[src/rtl/fetch_unit.sv]
// Instruction-fetch stage: owns the PC, issues in-order credit-limited fetches and
// buffers returned words with their PCs for decode over a valid/ready handshake.
module fetch_unit #(
  parameter logic [31:0] RESET_PC   = 32'h0000_0000,
  parameter int unsigned FIFO_DEPTH = 4
) (
  input  logic        clk,
  input  logic        rst_n,
  output logic        imem_req_valid,
  input  logic        imem_req_ready,
  output logic [31:0] imem_addr,
  input  logic        imem_rsp_valid,
  input  logic [31:0] imem_rsp_data,
  input  logic        redirect,
  input  logic [31:0] redirect_pc,
  output logic        id_valid,
  input  logic        id_ready,
  output logic [31:0] id_inst,
  output logic [31:0] id_pc
);
  localparam int unsigned AW = $clog2(FIFO_DEPTH);
  localparam int unsigned CW = AW + 1;

  logic [31:0]   r_pc;
  logic [31:0]   r_pcq     [FIFO_DEPTH];
  logic [31:0]   r_buf_inst[FIFO_DEPTH];
  logic [31:0]   r_buf_pc  [FIFO_DEPTH];
  logic [AW-1:0] r_pcq_wr, r_pcq_rd, r_head, r_tail;
  logic [CW-1:0] r_count, r_inflight, r_drop;

  logic w_credit, w_acc, w_rsp, w_drop, w_push, w_pop;
  logic w_unused;

  always_comb begin
    w_credit = (32'(r_count) + 32'(r_inflight)) < FIFO_DEPTH;
    // Gated by rst_n so no request is presented while the core is held in reset.
    imem_req_valid = rst_n & ~redirect & w_credit;
    imem_addr      = r_pc;
    w_acc          = imem_req_valid & imem_req_ready;
    w_rsp          = imem_rsp_valid & (r_inflight != '0);
    w_drop         = w_rsp & (r_drop != '0);
    w_push         = w_rsp & (r_drop == '0);
    id_valid       = (r_count != '0);
    id_inst        = id_valid ? r_buf_inst[r_head] : 32'h0000_0013;
    id_pc          = id_valid ? r_buf_pc[r_head]   : '0;
    w_pop          = id_valid & id_ready;
    w_unused       = ^redirect_pc[1:0];
  end

  always_ff @(posedge clk or negedge rst_n) begin
    if (!rst_n) begin
      r_pc       <= RESET_PC;
      r_pcq_wr   <= '0;
      r_pcq_rd   <= '0;
      r_head     <= '0;
      r_tail     <= '0;
      r_count    <= '0;
      r_inflight <= '0;
      r_drop     <= '0;
    end else if (redirect) begin
      // Everything still in flight becomes stale; a response landing now is already one of them.
      r_pc       <= {redirect_pc[31:2], 2'b00};
      r_pcq_wr   <= '0;
      r_pcq_rd   <= '0;
      r_head     <= '0;
      r_tail     <= '0;
      r_count    <= '0;
      r_inflight <= r_inflight - CW'(w_rsp);
      r_drop     <= r_inflight - CW'(w_rsp);
    end else begin
      if (w_acc) begin
        r_pc     <= r_pc + 32'd4;
        r_pcq_wr <= r_pcq_wr + AW'(1);
      end
      if (w_push) begin
        r_pcq_rd <= r_pcq_rd + AW'(1);
        r_tail   <= r_tail + AW'(1);
      end
      if (w_pop) r_head <= r_head + AW'(1);
      if (w_drop) r_drop <= r_drop - CW'(1);
      r_count    <= r_count + CW'(w_push) - CW'(w_pop);
      r_inflight <= r_inflight + CW'(w_acc) - CW'(w_rsp);
    end
  end

  always_ff @(posedge clk) begin
    if (w_acc) r_pcq[r_pcq_wr] <= r_pc;
    if (w_push && !redirect) begin
      r_buf_inst[r_tail] <= imem_rsp_data;
      r_buf_pc[r_tail]   <= r_pcq[r_pcq_rd];
    end
  end

  a_no_orphan_rsp: assert property (@(posedge clk) disable iff (!rst_n)
    imem_rsp_valid |-> (r_inflight != '0));

endmodule
[config.mk]
export PLATFORM = sky130hd
export DESIGN_NAME = fetch_unit
export DESIGN_NICKNAME = d
export VERILOG_FILES = /design/src/rtl/fetch_unit.sv
export SDC_FILE = /design/constraint.sdc
export NUM_CORES = 1
export LEC_CHECK = 0
export BUFFER_PORTS_ARGS = -buffer_cell sky130_fd_sc_hd__buf_2
export CORE_UTILIZATION = 45
export DETAILED_ROUTE_END_ITERATION = 16
export PLACE_DENSITY = 0.65
export REMOVE_ABC_BUFFERS = 1
export SYNTH_ARGS = -nofsm -noshare
export SYNTH_HDL_FRONTEND = slang
export SYNTH_SLANG_ARGS = --single-unit
[constraint.sdc]
create_clock -name clk -period 6.73 [get_ports clk]
set_input_delay 0.3365 -clock clk [delete_from_list [all_inputs] [get_ports clk]]
set_output_delay 0.3365 -clock clk [all_outputs]
set_load 0.02 [all_outputs]
==> impl_metrics.toml, run 1 <==
[run_status]
outcome = "complete, no violations"

[global_routing]
grt_first_pass_wirelength_mm = 53.5
track_usage = 0.188
antenna_found_initial = 0
grt-ovfl-total = 0
via_count_of_the_first_global_routing_pass = 9084
grt_max_degree = 64

[floorplanning]
initial_core_util = 0.457
die_area_um2 = 37800
dieHeight_um = 194
fp.dieW_um = 194
placement_rows = 70
boundaryPins = 168
core_area_um2 = 36500

[critical_path]
timing.critical_path.to_type = "flop"
critical_path_class = "input port to flop"
cp.arrival_ns = 4.03
crit_path_launch_type = "input port"
cp_max_fo = 48
required_time_of_the_critical_path_ns = 7.19

[cells_and_area]
design.final.nets = 1192
combined_area_of_the_multi_input_logic_cells_um2 = 4170
drive_above_1_share = 0.305
stdcell_count = 1601
final_cell_mix = "sky130_fd_sc_hd__edfxtp_1 (368), sky130_fd_sc_hd__buf_2 (161), sky130_fd_sc_hd__mux4_2 (92), sky130_fd_sc_hd__and2_1 (68), sky130_fd_sc_hd__nand2_1 (46)"
flow.area_growth_from_synthesis_pct = 18.4
seqCellArea_um2 = 12200
final.fill_count = 2868
mostFrequentLayoutCell = "sky130_fd_sc_hd__edfxtp_1"
antennaDiodeCount = 0

[clocking]
clkSlewWorstSetupHoldPaths_ns = 0.06
cts_made_buffers = 44
clock-sinks = 415
cts-root-to-sink-buffers = 3
h-tree-depth = 2
cts_setup_buffers = 0
clock_latency_ns = 0.55
post_cts.resized_instances = 0
cts-root-buf = "sky130_fd_sc_hd__clkbuf_16"
hold_buffers = 33
tritoncts_clock_tree = "built"

[place]
placement.io_buffers = 161
gp_routability_congestion = 0.736
post-place-cells = 1490
place_hpwl_mm = 19.1

[sta]
setup_viol_count_final = 0
period_needed_ns = 3.57
clock-skew-final_ns = 0.0170
rsz0062_at_grt = "no"
finalMaxSlewViolations = 0
max_freq_mhz = 280
fin_crit_sh = 0.531
report.final.hold_viol_count = 0
finalSetupTns_ns = 0
slew-limit-headroom = 0.279
timing_worst_slew_pin_value_ns = 1.08
finalHoldWorstSlack_ns = 0.0250

[synthesis]
seq_area_frac_synth = 0.733
edff_count_synth = 368
synth_top_area_share = 0.663
synthCells = 895
async_reset_ff_frac = 0.113
synth.largest_area_cell = "sky130_fd_sc_hd__edfxtp_1"
postSynthAreaPerCell_um2 = 18.6
netlist_area_um2 = 16700
synth-seq-cells = 415
synth_cell_types = 52
dominant_cells_by_area_after_synthesis = "sky130_fd_sc_hd__edfxtp_1 (66%), sky130_fd_sc_hd__mux4_2 (12%), sky130_fd_sc_hd__dfrtp_1 (7.1%)"
synth_flop_cell = "sky130_fd_sc_hd__edfxtp_1"
yosysWarningCount = 0

[route]
drt-wirelength-per-cell_um = 21.4
drt-total-wl_mm = 34.3
detail_route.first_pass.iterations = 5
number_of_violations_reported_at_the_end_of_detailed_routing_iteration_0 = 581
drcViolationCount = 0
vias_per_cell = 5.49
via_count = 8790
antenna_violating_nets_post_route = 0

[flow_run]
cap_violations = 0

[pwr]
power_per_standard_cell_area_nw_per_um2 = 362
irDropWorstVdd_v = 0.000206
power.leakage_nw = 6.85

[worst_hold_path]
hold_path.class = "input port to flop"
## flip-flops by register name (all words and copies together) (netlist names), 3 cells and up
name / cells
imem_addr: 30
r_buf_inst: 128
r_buf_pc: 120
r_count: 3
r_drop: 3
r_inflight: 3
r_pcq: 120
## critical path: stages
cell	delay, ns
sky130_fd_sc_hd__dlygate4sd3_1	0.52
sky130_fd_sc_hd__buf_2	0.09
sky130_fd_sc_hd__buf_4	0.52
sky130_fd_sc_hd__nor3b_2	0.30
sky130_fd_sc_hd__and4_1	0.20
sky130_fd_sc_hd__buf_4	0.33
sky130_fd_sc_hd__inv_4	0.22
sky130_fd_sc_hd__ha_1	0.34
sky130_fd_sc_hd__inv_1	0.04
sky130_fd_sc_hd__ha_1	0.18
sky130_fd_sc_hd__fa_1	0.38
sky130_fd_sc_hd__xor2_1	0.16
sky130_fd_sc_hd__o21ai_0	0.19
sky130_fd_sc_hd__xor2_1	0.19
## final cells by class
type / count / share of cell area
Timing Repair Buffer: 205 / 0.0617
Clock inverter: 20 / 0.0130
Sequential cell: 415 / 0.620
Clock buffer: 58 / 0.0600
Tap cell: 468 / 0.0297
Inverter: 22 / 0.00431
Multi-Input combinational cell: 413 / 0.211
## metal layers
layer,global-route usage,part of all wire
met1,0.257,0.42
met2,0.308,0.50
met3,0.0333,0.060
met4,0.0558,0.020
met5,0,0
## path summary, 6_finish.rpt
| kind | startpoint | endpoint | slack (ns) | cells past startpoint |
|---|---|---|---|---|
| max reg2reg | r_inflight[2]$_DFF_PN0_ | r_inflight[2]$_DFF_PN0_ | 3.55 | 12 |
| max | rst_n | r_inflight[2]$_DFF_PN0_ | 3.16 | 14 |
| max in group asynchronous | rst_n | r_head[1]$_DFFE_PN0P_ | 5.80 | 3 |
| min reg2reg | r_pcq_rd[0]$_DFFE_PN0P_ | r_pcq_rd[0]$_DFFE_PN0P_ | 0.56 | 2 |
| min in group asynchronous | rst_n | imem_addr[9]$_DFFE_PN0N_ | 0.44 | 3 |
| min | imem_rsp_data[19] | r_buf_inst[1][19]$_DFFE_PP_ | 0.03 | 1 |
## per-stage QoR
stage          worst slack (ns)  area (µm²)  power [mW]   util
6_report                   3.16       19700        7.15  0.540
5_1_grt                    2.86       19700        7.49  0.540
4_1_cts                    3.14       19700        7.25  0.540
3_5_place_dp               3.12       18000        4.82  0.492
3_3_place_gp               3.17       18000        4.79  0.492
2_1_floorplan              2.89       16500        4.27      -
## kinds of logic after synthesis
family / share of synthesized area
compound gates: 0.0287
xor+xnor: 0.00630
fa+ha+maj: 0.0167
buf+inv: 0.0187
flops: 0.733
mux: 0.125
other cells: 0.000225
simple gates: 0.0713
## synth_stat cells, types with 2 or more instances
master                       n
sky130_fd_sc_hd__xor2_1      7
sky130_fd_sc_hd__a32oi_1     2
sky130_fd_sc_hd__nand4_4     2
sky130_fd_sc_hd__a221o_1     2
sky130_fd_sc_hd__mux4_2     92
sky130_fd_sc_hd__nor3_1      5
sky130_fd_sc_hd__a31oi_1     5
sky130_fd_sc_hd__a31o_2      2
sky130_fd_sc_hd__or3_1       2
sky130_fd_sc_hd__nand4_1    14
sky130_fd_sc_hd__and2_1     68
sky130_fd_sc_hd__nor2b_1     3
sky130_fd_sc_hd__ha_1       19
sky130_fd_sc_hd__buf_2      16
sky130_fd_sc_hd__nand3b_1    4
sky130_fd_sc_hd__a21oi_1     8
sky130_fd_sc_hd__fa_1        2
sky130_fd_sc_hd__nor4_1      3
sky130_fd_sc_hd__xnor2_1     5
sky130_fd_sc_hd__o21ai_0    28
sky130_fd_sc_hd__dfrtp_1    47
sky130_fd_sc_hd__o211ai_1    9
sky130_fd_sc_hd__buf_4       7
sky130_fd_sc_hd__inv_1      21
sky130_fd_sc_hd__nand2_1    46
sky130_fd_sc_hd__buf_1       3
sky130_fd_sc_hd__edfxtp_1  368
sky130_fd_sc_hd__and3_1      8
sky130_fd_sc_hd__o31a_1      4
sky130_fd_sc_hd__o311ai_0    6
sky130_fd_sc_hd__nand2b_1    2
sky130_fd_sc_hd__or2_2       3
sky130_fd_sc_hd__nor2_1     26
sky130_fd_sc_hd__clkbuf_1   22
sky130_fd_sc_hd__nand3_1    17
## report_power, final
part / switching [mW] / total, mW / internal, mW
Combinational: 0.854 / 1.53 / 0.675
Clock: 0.945 / 2.41 / 1.47
Sequential: 0.211 / 3.21 / 3.00
Total: 2.01 / 7.15 / 5.14
Note: power is estimated with default switching activity, not from simulation.
==> run 2, diff against run 1 <==
clock period = 3.4 ns   (was 6.73 ns; I/O delays follow)
==> run 2 against run 1 <==
Sequential power is 97% higher. Combinational power grew 110%. Routed wire length hardly changed. Global-route usage shrank 0.13 points. Via count increased by 1.1%. Highest routed layer unchanged.
==> impl_metrics.toml, run 2 (synthesized netlist as in run 1, its figures left out) <==
[run_status]
outcome = "complete, no violations"

[pwr]
power.leakage_nw = 6.99
power_per_standard_cell_area_nw_per_um2 = 692
irDropWorstVdd_v = 0.000368
power.total_mw = 13.9

[global_routing]
grt_first_pass_wirelength_mm = 53.4
track_usage = 0.186
antenna_found_initial = 1
grt_max_degree = 61
grt-ovfl-total = 0
via_count_of_the_first_global_routing_pass = 9155

[clocking]
hold_buffers = 61
cts-root-buf = "sky130_fd_sc_hd__clkbuf_16"
tritoncts_clock_tree = "built"
cts-root-to-sink-buffers = 3
clock_latency_ns = 0.52
clock-sinks = 415
cts_setup_buffers = 0
cts_made_buffers = 43
h-tree-depth = 2
post_cts.resized_instances = 0
clkSlewWorstSetupHoldPaths_ns = 0.06

[sta]
slew-limit-headroom = 0.397
period_needed_ns = 2.76
clock-skew-final_ns = 0.00988
fin_crit_sh = 0.811
finalSetupTns_ns = 0
fin_ws_ns = 0.642
setup_viol_count_final = 0
report.final.hold_viol_count = 0
rsz0062_at_grt = "no"
finalMaxSlewViolations = 0
timing_worst_slew_pin_value_ns = 0.901
max_freq_mhz = 363

[critical_path]
timing.critical_path.to_type = "output port"
required_time_of_the_critical_path_ns = 3.23
cp_max_fo = 30
critical_path_class = "flop to output port"
cp_cell_sequence = "buf_12, mux4_2, and2_1, buf_2"
timing.reg2reg.worst_path_depth = 11
reg2reg_slack_ns = 0.81
crit_path_launch_type = "flop"
cpPeakStageDelay_ns = 0.82
reg2reg_to = "r_inflight[2]$_DFF_PN0_"
critPathTopFamily = "flip-flops"
critical_path.reg2reg.startpoint = "r_count[1]$_DFF_PN0_"
crit_slowest_cell = "sky130_fd_sc_hd__dfrtp_4"
worstPathBufferInverterCount = 2
cp.arrival_ns = 2.59

[flow_run]
cap_violations = 0

[cells_and_area]
registers.top_by_ff_count = "r_buf_inst"
flip_flop_count_of_the_largest_register_after_layout = 128
top_regs = "r_buf_inst: 128 flops, r_buf_pc: 120 flops, r_pcq: 120 flops"
flow.area_growth_from_synthesis_pct = 20.4
design.final.nets = 1227
stdcell_count = 1638
mostFrequentLayoutCell = "sky130_fd_sc_hd__edfxtp_1"
final.fill_count = 2823
final_core_util = 0.549
combined_area_of_the_multi_input_logic_cells_um2 = 4170
final_cell_mix = "sky130_fd_sc_hd__edfxtp_1 (368), sky130_fd_sc_hd__buf_2 (161), sky130_fd_sc_hd__mux4_2 (92), sky130_fd_sc_hd__and2_1 (68), sky130_fd_sc_hd__dlygate4sd3_1 (61)"
seqCellArea_um2 = 12200
drive_above_1_share = 0.304

[route]
antenna_violating_nets_post_route = 0
detail_route.first_pass.iterations = 4
drt-total-wl_mm = 34.3
via_count = 8890
drcViolationCount = 0
vias_per_cell = 5.43
number_of_violations_reported_at_the_end_of_detailed_routing_iteration_0 = 592
drt-wirelength-per-cell_um = 20.9

[place]
placement.setup.worst_slack_ns = 0.812
placement.io_buffers = 161
place_hpwl_mm = 20.7
gp_routability_congestion = 0.745
post-place-cells = 1498

[worst_hold_path]
hold_path.class = "input port to flop"
worstHoldStart = "redirect_pc[27]"
hold_depth = 4
hold-path-endpoint = "imem_addr[27]$_DFFE_PN0N_"

[floorplanning]
die_area_um2 = 37800
fp.dieW_um = 194
initial_core_util = 0.457
placement_rows = 70
dieHeight_um = 194
core_area_um2 = 36500
boundaryPins = 168
## run 2: cell types whose count changed in the layout (fill, tap and decap cells not counted), sizes merged
cell | before | now
buf | 172 | 180
bufinv | 6 | 2
clkbuf | 58 | 55
clkinv | 10 | 20
diode | 0 | 1
dlygate4sd3 | 33 | 61
inv | 25 | 22
## run 2: worst max-delay path by stage
stage / start / to / slack (ns) / cells past startpoint
5_1_grt: r_head[0]$_DFFE_PN0P_ / id_pc[22] / 0.45 / 4
4_1_cts: r_head[0]$_DFFE_PN0P_ / id_pc[22] / 0.53 / 4
3_5_place_dp: r_count[1]$_DFF_PN0_ / r_inflight[2]$_DFF_PN0_ / 0.81 / 11
3_3_place_gp: r_count[1]$_DFF_PN0_ / r_inflight[2]$_DFF_PN0_ / 0.85 / 11
6_report: r_head[0]$_DFFE_PN0P_ / id_pc[26] / 0.64 / 4
2_1_floorplan: r_head[0]$_DFFE_PN0P_ / id_inst[0] / -0.28 / 2
## run 2: metal layers
layer,GRT usage,vias to the layer above,part of all wire
met5,0,-,0
met4,0.0456,0,0.016
met3,0.0326,39,0.052
met2,0.310,243,0.49
met1,0.257,4578,0.44
li1,-,4030,-
## run 2: report_power, final
| group | leakage, nW | total [mW] | switching (mW) | internal, mW |
|---|---|---|---|---|
| clock | 0.666 | 4.42 | 1.81 | 2.61 |
| combinational | 2.43 | 3.16 | 1.76 | 1.40 |
| sequential | 3.90 | 6.31 | 0.368 | 5.94 |
## run 2: layout make-up
type	instances	area share
Sequential cell	415	0.610
Multi-Input combinational cell	413	0.208
Antenna cell	1	0.000125
Clock inverter	23	0.00804
Timing Repair Buffer	241	0.0821
Clock buffer	55	0.0590
Inverter	22	0.00424
Tap cell	468	0.0292
## run 2: through the flow
| stage | hold WS [ns] | instance area [µm²] |
|---|---|---|
| floorplan | -0.126 | 16500 |
| global placement | 0.381 | 18100 |
| detailed placement | 0.390 | 18100 |
| CTS | 0.00982 | 20100 |
| global route | 0.0405 | 20100 |
| finish | 0.0174 | 20100 |
## run 2: tightest hold or removal path, delay by kind of cell
kind                   cells  cell delay, ns
AO/OA/AOI/OAI              2            0.18
AND/OR/NAND/NOR            1            0.08
buffers and inverters      1            0.08
==> run 3, diff against run 2 <==
PLACE_DENSITY = 0.67   (was 0.65)
clock period = 2.4 ns   (was 3.4 ns; I/O delays follow)
==> run 3 against run 2 <==
The flow now finishes with violations (negative setup slack). Flip-flop and latch count did not move. Highest routed layer unchanged. Worst setup slack got worse by 0.67 ns. Clock power grew 45%. Design area is 3.1% higher. Sequential share of layout area down 1.8 points. Clock skew rose by 0.0098 ns. Critical path depth is 7 higher. Non-clock buffer count is 41 higher. Critical endpoint is now r_inflight[2]$_DFF_PN0_. Clock-buffer cell count is 2 lower. Largest cell class unchanged. Combinational power up 65%. Die area stayed put.
==> impl_metrics.toml, run 3 (synthesized netlist as in run 1, its figures left out) <==
[run_status]
outcome = "finished with violations"
violations_in_the_final_reports = "negative setup slack"

[critical_path]
crit_slowest_cell = "sky130_fd_sc_hd__dfrtp_1"
crit_path_launch_type = "flop"
levels_on_crit_path = 11
timing.critical_path.to_type = "flop"
critPathTopFamily = "adder cells"
cp_max_fo = 2
required_time_of_the_critical_path_ns = 2.86
worstPathBufferInverterCount = 2
cpPeakStageDelay_ns = 0.39
cp.arrival_ns = 2.88
critical_path_class = "flop to flop"
timing.reg2reg.worst_path_depth = 11
cp_cell_sequence = "ha_2, nor3b_2, and4_4, inv_4, ha_4, inv_2, ha_4, fa_2, xor2_1, o21ai_1, xor2_1"

[cells_and_area]
final_cell_area_um2 = 20700
seqCellArea_um2 = 12200
design.final.nets = 1268
antennaDiodeCount = 0
flip_flop_count_of_the_largest_register_after_layout = 128
final_cell_mix = "sky130_fd_sc_hd__edfxtp_1 (368), sky130_fd_sc_hd__buf_2 (158), sky130_fd_sc_hd__mux4_2 (92), sky130_fd_sc_hd__and2_1 (64), sky130_fd_sc_hd__dlygate4sd3_1 (63)"
drive_above_1_share = 0.336
mostFrequentLayoutCell = "sky130_fd_sc_hd__edfxtp_1"
top_regs = "r_buf_inst: 128 flops, r_buf_pc: 120 flops, r_pcq: 120 flops"
registers.top_by_ff_count = "r_buf_inst"
stdcell_count = 1679
flow.area_growth_from_synthesis_pct = 24.1
combined_area_of_the_multi_input_logic_cells_um2 = 4220
final.fill_count = 2778

[sta]
fin_ws_ns = -0.0228
max_freq_mhz = 413
rsz0062_at_grt = "yes"
fin_crit_sh = 1.01
clock-skew-final_ns = 0.0197
finalMaxSlewViolations = 0
report.final.hold_viol_count = 0
period_needed_ns = 2.42
setup_viol_count_final = 1
timing_worst_slew_pin_value_ns = 0.681
slew-limit-headroom = 0.546

[route]
vias_per_cell = 5.41
via_count = 9079
drt-wirelength-per-cell_um = 21.6
number_of_violations_reported_at_the_end_of_detailed_routing_iteration_0 = 514
detail_route.first_pass.iterations = 4
antenna_violating_nets_post_route = 0
drcViolationCount = 0
drt-total-wl_mm = 36.3

[floorplanning]
boundaryPins = 168
placement_rows = 70
dieHeight_um = 194
core_area_um2 = 36500
initial_core_util = 0.457
fp.dieW_um = 194
die_area_um2 = 37800

[place]
postPlaceCellArea_um2 = 18500
place_hpwl_mm = 21.6
placement.io_buffers = 161
gp_routability_congestion = 0.785
post-place-cells = 1524

[global_routing]
via_count_of_the_first_global_routing_pass = 9292
grt_first_pass_wirelength_mm = 54.8
grt_max_degree = 61
grt-ovfl-total = 0
track_usage = 0.193
antenna_found_initial = 0

[worst_hold_path]
hold_depth = 5
hold_path.class = "input port to flop"

[clocking]
cts-root-to-sink-buffers = 3
clkSlewWorstSetupHoldPaths_ns = 0.06
tritoncts_clock_tree = "built"
cts_made_buffers = 43
h-tree-depth = 2
clock_latency_ns = 0.55
clock-sinks = 415
cts-root-buf = "sky130_fd_sc_hd__clkbuf_16"

[pwr]
power.total_mw = 20.4
power.leakage_nw = 7.26
irDropWorstVdd_v = 0.000536
power_per_standard_cell_area_nw_per_um2 = 986

[flow_run]
cap_violations = 0
==> run 3: layout make-up <==
type	instances	share of cell area
Tap cell	468	0.0283
Multi-Input combinational cell	413	0.204
Clock inverter	26	0.0117
Timing Repair Buffer	282	0.107
Inverter	22	0.00411
Sequential cell	415	0.591
Clock buffer	53	0.0538
==> run 3: stage by stage <==
stage                     TNS (ns)  hold WS (ns)  setup slack, ns  utilization
final                      -0.0228         0.109          -0.0228        0.567
after floorplan            -247.23        -0.176            -1.23            -
after global placement      -0.104         0.321           -0.104        0.506
after global routing        -0.178         0.142           -0.104        0.567
after CTS                 -0.00561         0.103         -0.00386        0.563
after detailed placement    -0.170         0.301           -0.170        0.506
==> run 3: repair_timing <==
item,CTS,global route
hold buffers,63,0
buffers inserted,6,5
gates resized for setup,12,14
endpoints found under the setup margin,56,44
pin swaps,9,8
hold endpoints to repair,205,0
cloned,0,3
==> run 3: report_power, final <==
part	total (mW)	leakage (nW)	internal (mW)	switching [mW]
sequential	8.78	3.90	8.42	0.364
clock	6.40	0.654	3.74	2.66
combinational	5.22	2.70	2.39	2.83
total	20.4	7.26	14.5	5.86
==> run 3: path summary, 6_finish.rpt <==
kind | end | slack, ns | start
min | r_head[0]$_DFFE_PN0P_ | 0.11 | id_ready
max | r_inflight[2]$_DFF_PN0_ | -0.02 | r_count[2]$_DFF_PN0_
min reg2reg | r_pcq_wr[0]$_DFFE_PN0N_ | 0.57 | r_pcq_wr[0]$_DFFE_PN0N_
max in group asynchronous | r_head[0]$_DFFE_PN0P_ | 1.57 | rst_n
max reg2reg | r_inflight[2]$_DFF_PN0_ | -0.02 | r_count[2]$_DFF_PN0_
min in group asynchronous | imem_addr[9]$_DFFE_PN0N_ | 0.31 | rst_n
==> run 3: metal layers <==
| metal | vias up | wire length (µm) | GRT usage |
|---|---|---|---|
| met4 | 0 | 863 | 0.0535 |
| met1 | 4647 | 15900 | 0.263 |
| met3 | 51 | 1760 | 0.0342 |
| li1 | 4110 | - | - |
| met2 | 271 | 17800 | 0.319 |
| met5 | - | 0 | 0 |
==> run 3: worst register-to-register path: stages, from the launching register on <==
cell	delay, ns
sky130_fd_sc_hd__dfrtp_1	0.39
sky130_fd_sc_hd__ha_2	0.20
sky130_fd_sc_hd__nor3b_2	0.22
sky130_fd_sc_hd__and4_4	0.28
sky130_fd_sc_hd__inv_4	0.04
sky130_fd_sc_hd__ha_4	0.25
sky130_fd_sc_hd__inv_2	0.04
sky130_fd_sc_hd__ha_4	0.14
sky130_fd_sc_hd__fa_2	0.33
sky130_fd_sc_hd__xor2_1	0.14
sky130_fd_sc_hd__o21ai_1	0.14
sky130_fd_sc_hd__xor2_1	0.18
